[src/rtl/replay_ctrl.sv]
// Record/playback sequencer for the 512x8 replay FIFO: records one terminated RX line,
// replays it repeat_count times to TX, then erases. Optional feature macro: REPLAY_LF_EN.
module replay_ctrl #(
    parameter logic [7:0]  TERM_CHAR = 8'h0D,
    parameter int unsigned MAX_LEN   = 511,
    parameter int unsigned CNT_W     = 4
) (
    input  logic             clk,
    input  logic             reset,
    input  logic [7:0]       rx_data,
    input  logic             rx_valid,
    output logic             rx_ready,
    input  logic [CNT_W-1:0] repeat_count,
    output logic [7:0]       tx_data,
    output logic             tx_valid,
    input  logic             tx_ready,
    output logic [7:0]       fifo_wdata,
    output logic             fifo_write,
    output logic             fifo_read,
    output logic             fifo_replay,
    output logic             fifo_erase,
    input  logic [7:0]       fifo_rdata,
    input  logic             fifo_emptyB,
    output logic             busy,
    output logic             overflow,
    output logic             done
);

    localparam int unsigned      LEN_W     = 9;
    localparam logic [LEN_W-1:0] LEN_LIMIT = LEN_W'(MAX_LEN - 1);

    typedef enum logic [2:0] {
        IDLE,
        RECORD,
        REPLAY,
        READ,
        WAIT,
        SEND,
        ERASE
`ifdef REPLAY_LF_EN
        , SEPLF
`endif
    } state_t;

    state_t           state, state_nxt;
    logic [LEN_W-1:0] len, len_nxt;
    logic [CNT_W-1:0] pass, pass_nxt;
    logic             overflow_nxt;
    logic [7:0]       tx_data_nxt;
    logic             tx_valid_nxt;
    logic [CNT_W-1:0] pass_load;
    logic             pass_last;

    // A repeat count of zero still plays the line once.
    assign pass_load  = (repeat_count == '0) ? CNT_W'(1) : repeat_count;
    assign pass_last  = (pass <= CNT_W'(1));
    assign fifo_wdata = rx_data;
    assign busy       = (state != IDLE);

    always_ff @(posedge clk) begin
        if (reset) begin
            state    <= IDLE;
            len      <= '0;
            pass     <= '0;
            overflow <= 1'b0;
            tx_data  <= 8'h00;
            tx_valid <= 1'b0;
        end else begin
            state    <= state_nxt;
            len      <= len_nxt;
            pass     <= pass_nxt;
            overflow <= overflow_nxt;
            tx_data  <= tx_data_nxt;
            tx_valid <= tx_valid_nxt;
        end
    end

    always_comb begin
        state_nxt    = state;
        len_nxt      = len;
        pass_nxt     = pass;
        overflow_nxt = overflow;
        tx_data_nxt  = tx_data;
        tx_valid_nxt = tx_valid;
        rx_ready     = 1'b0;
        fifo_write   = 1'b0;
        fifo_read    = 1'b0;
        fifo_replay  = 1'b0;
        fifo_erase   = 1'b0;
        done         = 1'b0;

        case (state)
            IDLE: begin
                rx_ready = 1'b1;
                if (rx_valid) begin
                    fifo_write   = 1'b1;
                    overflow_nxt = 1'b0;
                    len_nxt      = LEN_W'(1);
                    if (rx_data == TERM_CHAR) begin
                        pass_nxt  = pass_load;
                        state_nxt = REPLAY;
                    end else begin
                        state_nxt = RECORD;
                    end
                end
            end
            RECORD: begin
                rx_ready = 1'b1;
                if (rx_valid) begin
                    // One slot is always kept free so the terminator fits.
                    if (rx_data == TERM_CHAR) begin
                        fifo_write = 1'b1;
                        len_nxt    = len + LEN_W'(1);
                        pass_nxt   = pass_load;
                        state_nxt  = REPLAY;
                    end else if (len < LEN_LIMIT) begin
                        fifo_write = 1'b1;
                        len_nxt    = len + LEN_W'(1);
                    end else begin
                        overflow_nxt = 1'b1;
                    end
                end
            end
            REPLAY: begin
                fifo_replay = 1'b1;
                state_nxt   = READ;
            end
            READ: begin
                if (fifo_emptyB) begin
                    fifo_read = 1'b1;
                    state_nxt = WAIT;
                end else begin
`ifdef REPLAY_LF_EN
                    tx_data_nxt  = 8'h0A;
                    tx_valid_nxt = 1'b1;
                    state_nxt    = SEPLF;
`else
                    pass_nxt  = pass - CNT_W'(1);
                    state_nxt = pass_last ? ERASE : REPLAY;
`endif
                end
            end
            WAIT: begin
                tx_data_nxt  = fifo_rdata;
                tx_valid_nxt = 1'b1;
                state_nxt    = SEND;
            end
            SEND: begin
                if (tx_ready) begin
                    tx_valid_nxt = 1'b0;
                    state_nxt    = READ;
                end
            end
`ifdef REPLAY_LF_EN
            SEPLF: begin
                if (tx_ready) begin
                    tx_valid_nxt = 1'b0;
                    pass_nxt     = pass - CNT_W'(1);
                    state_nxt    = pass_last ? ERASE : REPLAY;
                end
            end
`endif
            ERASE: begin
                fifo_erase = 1'b1;
                done       = 1'b1;
                len_nxt    = '0;
                state_nxt  = IDLE;
            end
            default: state_nxt = IDLE;
        endcase
    end

endmodule
[config.mk]
export PLATFORM = sky130hd
export DESIGN_NAME = replay_ctrl
export DESIGN_NICKNAME = d
export VERILOG_FILES = /design/src/rtl/replay_ctrl.sv
export SDC_FILE = /design/constraint.sdc
export NUM_CORES = 1
export LEC_CHECK = 0
export ABC_AREA = 1
export CAP_MARGIN = 20
export CORE_MARGIN = 8
export CORE_UTILIZATION = 44
export CTS_BUF_LIST = sky130_fd_sc_hd__clkbuf_8
export CTS_CLUSTER_DIAMETER = 100
export DETAILED_ROUTE_END_ITERATION = 7
export MAX_ROUTING_LAYER = met4
export PLACE_DENSITY = 0.87
export REMOVE_ABC_BUFFERS = 1
export SLEW_MARGIN = 20
export SYNTH_ARGS = -nofsm -noshare
export SYNTH_HDL_FRONTEND = slang
export SYNTH_SLANG_ARGS = --single-unit
[constraint.sdc]
create_clock -name clk -period 1.36 [get_ports clk]
set_clock_uncertainty 0.15 [all_clocks]
set_input_delay 0.136 -clock clk [delete_from_list [all_inputs] [get_ports clk]]
set_output_delay 0.136 -clock clk [all_outputs]
set_load 0.01 [all_outputs]
# --- Word level (Yosys, flattened, before mapping) ---
# Cells that the tools add are included.
word_totals:
  register_bits: 26
  out_inout_bits: 25
classes:
  n_addsub: 2
  n_lt_le_gt_ge: 2
  n_eq_ne: 17
  mux: 35
  n_reduce_logical: 13
ops:
  columns: ["operator", "n"]
  rows:
  - ["two-way mux 9 bit", 4]
  - ["one-hot mux 9 bit (3 select lines)", 1]
  - ["two-way mux 3 bit", 6]
  - ["one-hot mux 3 bit (6 select lines)", 1]
  - ["two-way mux 4 bit", 4]
  - ["two-way mux 1 bit", 14]
  - ["!= test 2 bit (second input constant)", 7]
  - ["AND reduction 4 bit", 3]
  - ["adder 9 x 1 -> 9 bit (second input constant)", 1]
  - ["== test 3 bit (second input constant)", 3]
  - ["less-than comparator 9 bit (second input constant)", 1]
  - ["== test 8 x 4 -> 1 bit (second input constant)", 1]
  - ["one-hot mux 4 bit (2 select lines)", 1]
  - ["== test 3 x 2 -> 1 bit (second input constant)", 2]
  - ["one-hot mux 1 bit (2 select lines)", 3]
  - ["nonzero test 2 bit", 3]
  - ["nonzero test 3 bit", 2]
  - ["AND reduction 5 bit", 1]
  - ["less-or-equal comparator 4 x 1 -> 1 bit (second input constant)", 1]
  - ["logical NOT 4 bit", 1]
  - ["!= test 2 x 1 -> 1 bit (second input constant)", 2]
  - ["subtractor 4 x 1 -> 4 bit (second input constant)", 1]
  - ["== test 3 x 1 -> 1 bit (second input constant)", 1]
  - ["logical NOT 3 bit", 1]
  - ["other kinds (4)", 4]

# --- Longest topological paths before layout ---
# Gate-level depths: netlist of run 1.
logic_depth:
  depth_word: 5
  depth_mapped: 10
  mapped_depth_nobuf: 10

# --- Least setup slack after synthesis of run 1 ---
# No wires, ideal clock.
synth_timing:
  path_kind: "register to register"
  from: "register state[0]"
  to: "register len[2]"
  setup_ps: 70
  arrival_ps: 1178
  required_ps: 1140
  slack_ps: -39
  stages_incl_launch_ff: 9
  synth_period_minus_slack_ps: 1399
  cell_sequence: "dfxtp_1 nor2_2 nand2_2 nand2_2 nand2_2 nand2_4 nand2_4 nand2_1 a21oi_1"
synth_between:
  elab_chain_cells: 3
  elab_cells_between_ends: 9
  classes_between: "eq/ne: 5; mux: 1; reduce/logical: 3"
synth_rtl:
  columns: ["item", "line_no", "text"]
  rows:
  - ["start, declared", "45", "state_t state, state_nxt;"]
  - ["start signal, assigned", "69", "state <= state_nxt;"]
  - ["== test 3 x 1 -> 1 bit (tied with other cells)", "92", "case (state)"]
  - ["!= test 3 bit (no line) (tied with other cells)", null, null]
  - ["AND reduction 4 bit (no line)", null, null]
  - ["end signal, assigned", "70", "len <= len_nxt;"]
  - ["end, declared", "46", "logic [LEN_W-1:0] len, len_nxt;"]
# Parallel ways exist; a longest one is shown, timed or not.
# A chain may end at the register's enable or synchronous reset.

# --- Worst setup path after layout of run 1 ---
layout_timing:
  from: "register len[5]"
  to: "output port fifo_write"
layout_between:
  elab_chain_cells: 5
layout_rtl:
  columns: ["item", "line_no", "text"]
  rows:
  - ["less-than comparator 9 bit", "116", "end else if (len < LEN_LIMIT) begin"]
  - ["two-way mux 1 bit", "116", null]
  - ["two-way mux 1 bit", "111", "if (rx_data == TERM_CHAR) begin"]
  - ["two-way mux 1 bit", "109", "if (rx_valid) begin"]
  - ["one-hot mux 1 bit (2 select lines)", "92", null]
  - ["end, declared", "18", "output logic fifo_write,"]
# No other way between the ends.

==> results of run 1 <==
[worst reg2reg max path, delay by kind of cell, from the launching register on]
| kind | cells | cell delay (ps) |
|---|---|---|
| and+or+nand+nor | 7 | 590 |
| buffers and inverters | 4 | 380 |
| DFF | 1 | 350 |
| AOI/OAI and AO/OA | 1 | 140 |
[power by group]
part / leakage (nW) / internal [W] / switching [W]
Clock: 0.0216 / 0.000200 / 0.000267
Sequential: 0.215 / 0.000806 / 0.0000504
Combinational: 1.08 / 0.000513 / 0.000620
[cells by family after synthesis]
logic type	synth area share, %
AND/OR/NAND/NOR	40.0
buffers and inverters	12.4
AO/OA/AOI/OAI	11.7
flip-flops	31.9
XOR/XNOR	1.61
adder cells (fa/ha/maj)	2.30
[what timing repair did]
item                       CTS  global route
cloned                       2             0
pin swaps                   24            19
resized for setup          131            51
buffers inserted            12            11
setup endpoints to repair   49            33
[per-layer routing]
layer	GRT usage [%]	vias to the layer above	share of wire (%)
li1	-	1004	-
met1	20.9	1041	35
met2	38.1	141	51
met3	3.96	57	6.4
met4	15.8	0	8.0
met5	-	-	0
[layout make-up]
class | instances | area (µm²)
Clock buffer | 3 | 41.3
Fill cell | 218 | 644
Inverter | 31 | 134
Multi-Input combinational cell | 188 | 1210
Sequential cell | 26 | 538
Tap cell | 48 | 60.1
Timing Repair Buffer | 104 | 973
[cells in the final DEF, fill, tap and decap left out, types with 5 or more instances in the layout]
cell type / synthesis / routed
a21oi_2: 0 / 6
dlygate4sd2_1: 0 / 20
inv_2: 3 / 7
nor2_1: 40 / 35
buf_6: 1 / 20
inv_1: 27 / 19
nand2_1: 63 / 47
nand2_4: 2 / 12
a21oi_1: 17 / 9
nand4_1: 5 / 5
nand3_1: 19 / 14
clkdlybuf4s50_1: 0 / 22
dfxtp_2: 0 / 5
nand2_2: 5 / 11
buf_4: 9 / 37
o21ai_2: 0 / 6
o21ai_1: 0 / 8
nand3_4: 2 / 5
nor2_4: 1 / 7
dfxtp_1: 26 / 18
[through the flow]
| step | utilization (%) | worst slack (ps) | power [W] |
|---|---|---|---|
| 5_1_grt | 82.1 | -422 | 0.00255 |
| 3_3_place_gp | 67.1 | -505 | 0.00159 |
| 4_1_cts | 75.7 | -238 | 0.00223 |
| 3_5_place_dp | 67.1 | -535 | 0.00161 |
| 6_report | 82.1 | -373 | 0.00246 |
| 2_1_floorplan | - | -37.9 | 0.00121 |
[state kept, by name, indices dropped and copies added, names as in the netlist]
name,flops
state,3
pass,4
len,9
overflow,1
tx_data,8
tx_valid,1
[how the worst max path moves through the flow]
stage | start | to | slack (ps)
2_1_floorplan | state[0] | len[2] | -40
3_3_place_gp | rx_data[0] | fifo_write | -500
4_1_cts | len[3] | fifo_write | -240
6_report | len[5] | fifo_write | -370
3_5_place_dp | rx_data[0] | fifo_write | -530
5_1_grt | len[5] | fifo_write | -420
==> results.cfg, run 1 <==
[setup_path]
critPathTopFamily = simple AND/OR/NAND/NOR gates
cpMaxStageDelayCell = dfxtp_1
critPathMaxStageDelay_ps = 370
rr_startpoint = len[1]
startpoint_type = flip-flop
end_kind = output pin
arrival_ps = 1450
required_ps = 1070
reg2reg_depth = 12
crit_path_max_fanout = 2
cp.depth = 7
r2r_setup_slack_ps = -310
cp_cell_sequence = nand2_2 > nor2_1 > nand2_2 > nand2_1 > nand2_1 > o21a_1 > buf_2
rr_endpoint = len[5]
critPathBufInv = 1
critPathKind = reg2out

[synthesis]
synth_seq_cells = 26
async_flop_share_pct = 0
syn_area_um2 = 1630
ys_seq_area_share_pct = 31.9
synth_area_leaders = dfxtp_1 (32%), nand2_1 (15%), nor2_1 (9.2%)
synth_warnings = 0
synth_cells = 255
yosysMostFrequentCell = nand2_1
ys.flop_type = dfxtp_1
avgSynthCellArea_um2 = 6.39
synth_cell_type_count = 26
yosysTopAreaCell = dfxtp_1
synth_edf_count = 0
synth_commonest_cells = nand2_1 (63), nor2_1 (40), inv_1 (27), dfxtp_1 (26), nand3_1 (19)
yosysTopAreaCellShare_pct = 31.9

[timing]
timing.fmax_mhz = 577
hold_viol_final = 0
finalWorstSetupSlack_ps = -373
setup_violations = 23
hold_ws_ps = 296
drv_slew = 0
fin_crit_sh_pct = 127
slew_headroom_pct = 83.9
period_minus_slack_ps = 1730
rsz0062_at_grt = true
worstMarginPinSlew_ps = 242
tns_ps = -4470

[drt]
vias = 2243
wl_um = 7360
drt_iter0_drc = 167
drt-pass1-iter-count = 4
drc = 0
drt-vias-per-instance = 5.61
antenna_left = 0
post_drt_wl_per_cell_um = 18.4

[global_route]
grt_pass1_wl_um = 10100
grt_remaining_overflow = 0
grt_usage_pct = 21.6
grt_max_degree = 15
antenna_found_initial = 0
first_global_vias = 2207

[job]
cap_violations = 0

[clocking]
clk_pin_slew_ps = 100
h-tree-depth = 1
clockBufferDepth = 2
postCtsHoldBufs = 0
cts_made_buffers = 3
insertion_delay_ps = 280
clkSinkCount = 26
cts_tree = built
cts-root-buf = clkbuf_8

[final_layout]
syn_to_final_growth_pct = 81.7
nNetsFinal = 382
drive_above_1_share_pct = 40.6
post-route-cell-area_um2 = 2960
antenna_cells = 0
stdcell_count = 400

[pwr]
ir_worst_vdd_mv = 0.609
p_per_area_nw_per_um2 = 830
p_leak_nw = 1.32

[hold_path]
hold_path_class = in2reg
hold_start = fifo_rdata[0]
min_path_cells = 3
hold_end = tx_data[0]

[floorplan]
die_area_um2 = 5910
die_h_um = 76.9
rows = 22
coreArea_um2 = 3610
dieWidth_um = 76.9
floorplan.initialDensity_pct = 45.2
io_pins = 50

[placed_design]
dpl-instance-area_um2 = 2420
routabilityCongestion = 0.843
io_buffer_count = 49
dp_hpwl_um = 3720
placed_cells = 380

[outcome]
status = finished with violations
failed_checks = negative setup slack
Note: power is estimated with default switching activity, not from simulation.
==> run 2: changes to the inputs <==
--- a/config.mk
+++ b/config.mk
@@ -15,6 +15,7 @@
 export MAX_ROUTING_LAYER = met4
 export PLACE_DENSITY = 0.87
 export REMOVE_ABC_BUFFERS = 1
+export SETUP_SLACK_MARGIN = 0.5
 export SLEW_MARGIN = 20
 export SYNTH_ARGS = -nofsm -noshare
 export SYNTH_HDL_FRONTEND = slang
==> run 2 against run 1 <==
  * The flow still finishes with violations (negative setup slack)
  * Largest cell class unchanged
  * Non-clock buffer count increased by 13
  * Clock power about the same
  * Maximum frequency decreased by 0.32%
  * Worst setup slack got worse by 5.5 ps
  * Sequential power about the same
  * Register-to-register slack got worse by 70 ps
  * Largest power group unchanged
  * Critical endpoint unchanged
  * Critical path type unchanged
==> results.cfg, run 2 (same netlist as run 1, synthesis figures left out) <==
[outcome]
status = finished with violations
failed_checks = negative setup slack

[drt]
post_drt_wl_per_cell_um = 17.9
drt_iter0_drc = 175
drt-pass1-iter-count = 4
wl_um = 7400
vias = 2251
drc = 0
drt-vias-per-instance = 5.45
antenna_left = 0

[timing]
finalWorstSetupSlack_ps = -379
rsz0062_at_grt = true
fin_crit_sh_pct = 128
setup_violations = 33
slew_headroom_pct = 79.6
drv_slew = 0
tns_ps = -8500
hold_ws_ps = 303
timing.fmax_mhz = 575
period_minus_slack_ps = 1740
hold_viol_final = 0
worstMarginPinSlew_ps = 306

[pwr]
p_leak_nw = 1.37
p_per_area_nw_per_um2 = 824
ir_worst_vdd_mv = 0.703

[placed_design]
dp_hpwl_um = 3720
io_buffer_count = 49
dpl-instance-area_um2 = 2420
routabilityCongestion = 0.843
pre_cts_slack_ps = -535

[final_layout]
regMostFlops = len
drive_above_1_share_pct = 50.7
antenna_cells = 0
post-route-cell-area_um2 = 3050
final_common_cell = buf_6
syn_to_final_growth_pct = 87.3
fillers = 185
nNetsFinal = 395
most-common-layout-cells = buf_6 (48), nand2_1 (47), nor2_1 (37)
largest_reg_flops = 9
reg_top3 = len x9, tx_data x8, pass x4
final_util_pct = 84.7

[clocking]
cts_made_buffers = 3
h-tree-depth = 1
postCtsHoldBufs = 0
insertion_delay_ps = 280
clk_pin_slew_ps = 100
cts_tree = built
clkSinkCount = 26
cts-root-buf = clkbuf_8
clockBufferDepth = 2

[setup_path]
critPathMaxStageDelay_ps = 370
arrival_ps = 1450
critPathKind = reg2out
cpMaxStageDelayCell = dfxtp_1
timing.critical_path.mode_cell = nand2_2
startpoint_type = flip-flop
cp_cell_sequence = nand2_2 > nor2_1 > nand2_2 > nand2_2 > nand2_2 > o21a_1 > buf_2
crit_path_max_fanout = 2
end_kind = output pin
required_ps = 1070

[floorplan]
dieWidth_um = 76.9
die_area_um2 = 5910
io_pins = 50
coreArea_um2 = 3610
rows = 22
floorplan.initialDensity_pct = 45.2
die_h_um = 76.9

[global_route]
busiest_layer = met2
met3_usage_pct = 4.90
grt_pass1_wl_um = 10400
antenna_found_initial = 0
grt_max_degree = 15
groute.layer.met1.usage_pct = 21.3
grt_remaining_overflow = 0
grt_usage_pct = 22.0
first_global_vias = 2256
grt.met2_usage_pct = 39.2

[hold_path]
hold_path_class = in2reg

[job]
cap_violations = 0
run 2: what timing repair did:
item / 4_1_cts / 5_1_grt
buffers inserted: 14 / 14
pin swaps: 16 / 18
resized for setup: 224 / 45
endpoints found under the setup margin: 51 / 44
gates cloned: 2 / 0
run 2: worst max-delay path: cells and delay by family (launching register included):
family / cells / cell delay, ps
flops: 1 / 370
buf+inv: 1 / 140
compound gates: 1 / 180
simple gates: 5 / 480
run 2: final cells by class:
cell class	instances	area (µm²)	area share, %
clock buffer	3	41.3	1.35
inverter	31	138	4.51
multi-input combinational	188	1140	37.5
sequential	26	551	18.0
tap	48	60.1	1.97
timing repair buffer	117	1120	36.6
run 2: layer usage:
metal | part of all wire [%] | vias up
met5 | 0 | -
met4 | 4.9 | 0
met3 | 6.1 | 34
met2 | 53 | 114
met1 | 36 | 1075
li1 | - | 1028
run 2: path summary, 6_finish.rpt:
check                startpoint          to  slack [ps]  depth (start not counted)
hold / removal    fifo_rdata[4]  tx_data[4]         300                          3
hold reg to reg      tx_data[6]  tx_data[6]         350                          2
setup / recovery         len[5]  fifo_write        -380                          7
setup reg to reg         len[1]      len[5]        -380                         14
run 2: stage by stage:
stage | cells | total power, W
2_1_floorplan | 243 | 0.00121
3_3_place_gp | 380 | 0.00159
3_5_place_dp | 380 | 0.00161
4_1_cts | 399 | 0.00226
5_1_grt | 413 | 0.00260
6_report | 413 | 0.00252
run 2: power by group:
group | switching [W] | internal, W | leakage (nW)
sequential | 0.0000508 | 0.000807 | 0.220
clock | 0.000268 | 0.000200 | 0.0216
combinational | 0.000628 | 0.000563 | 1.13
total | 0.000946 | 0.00157 | 1.37
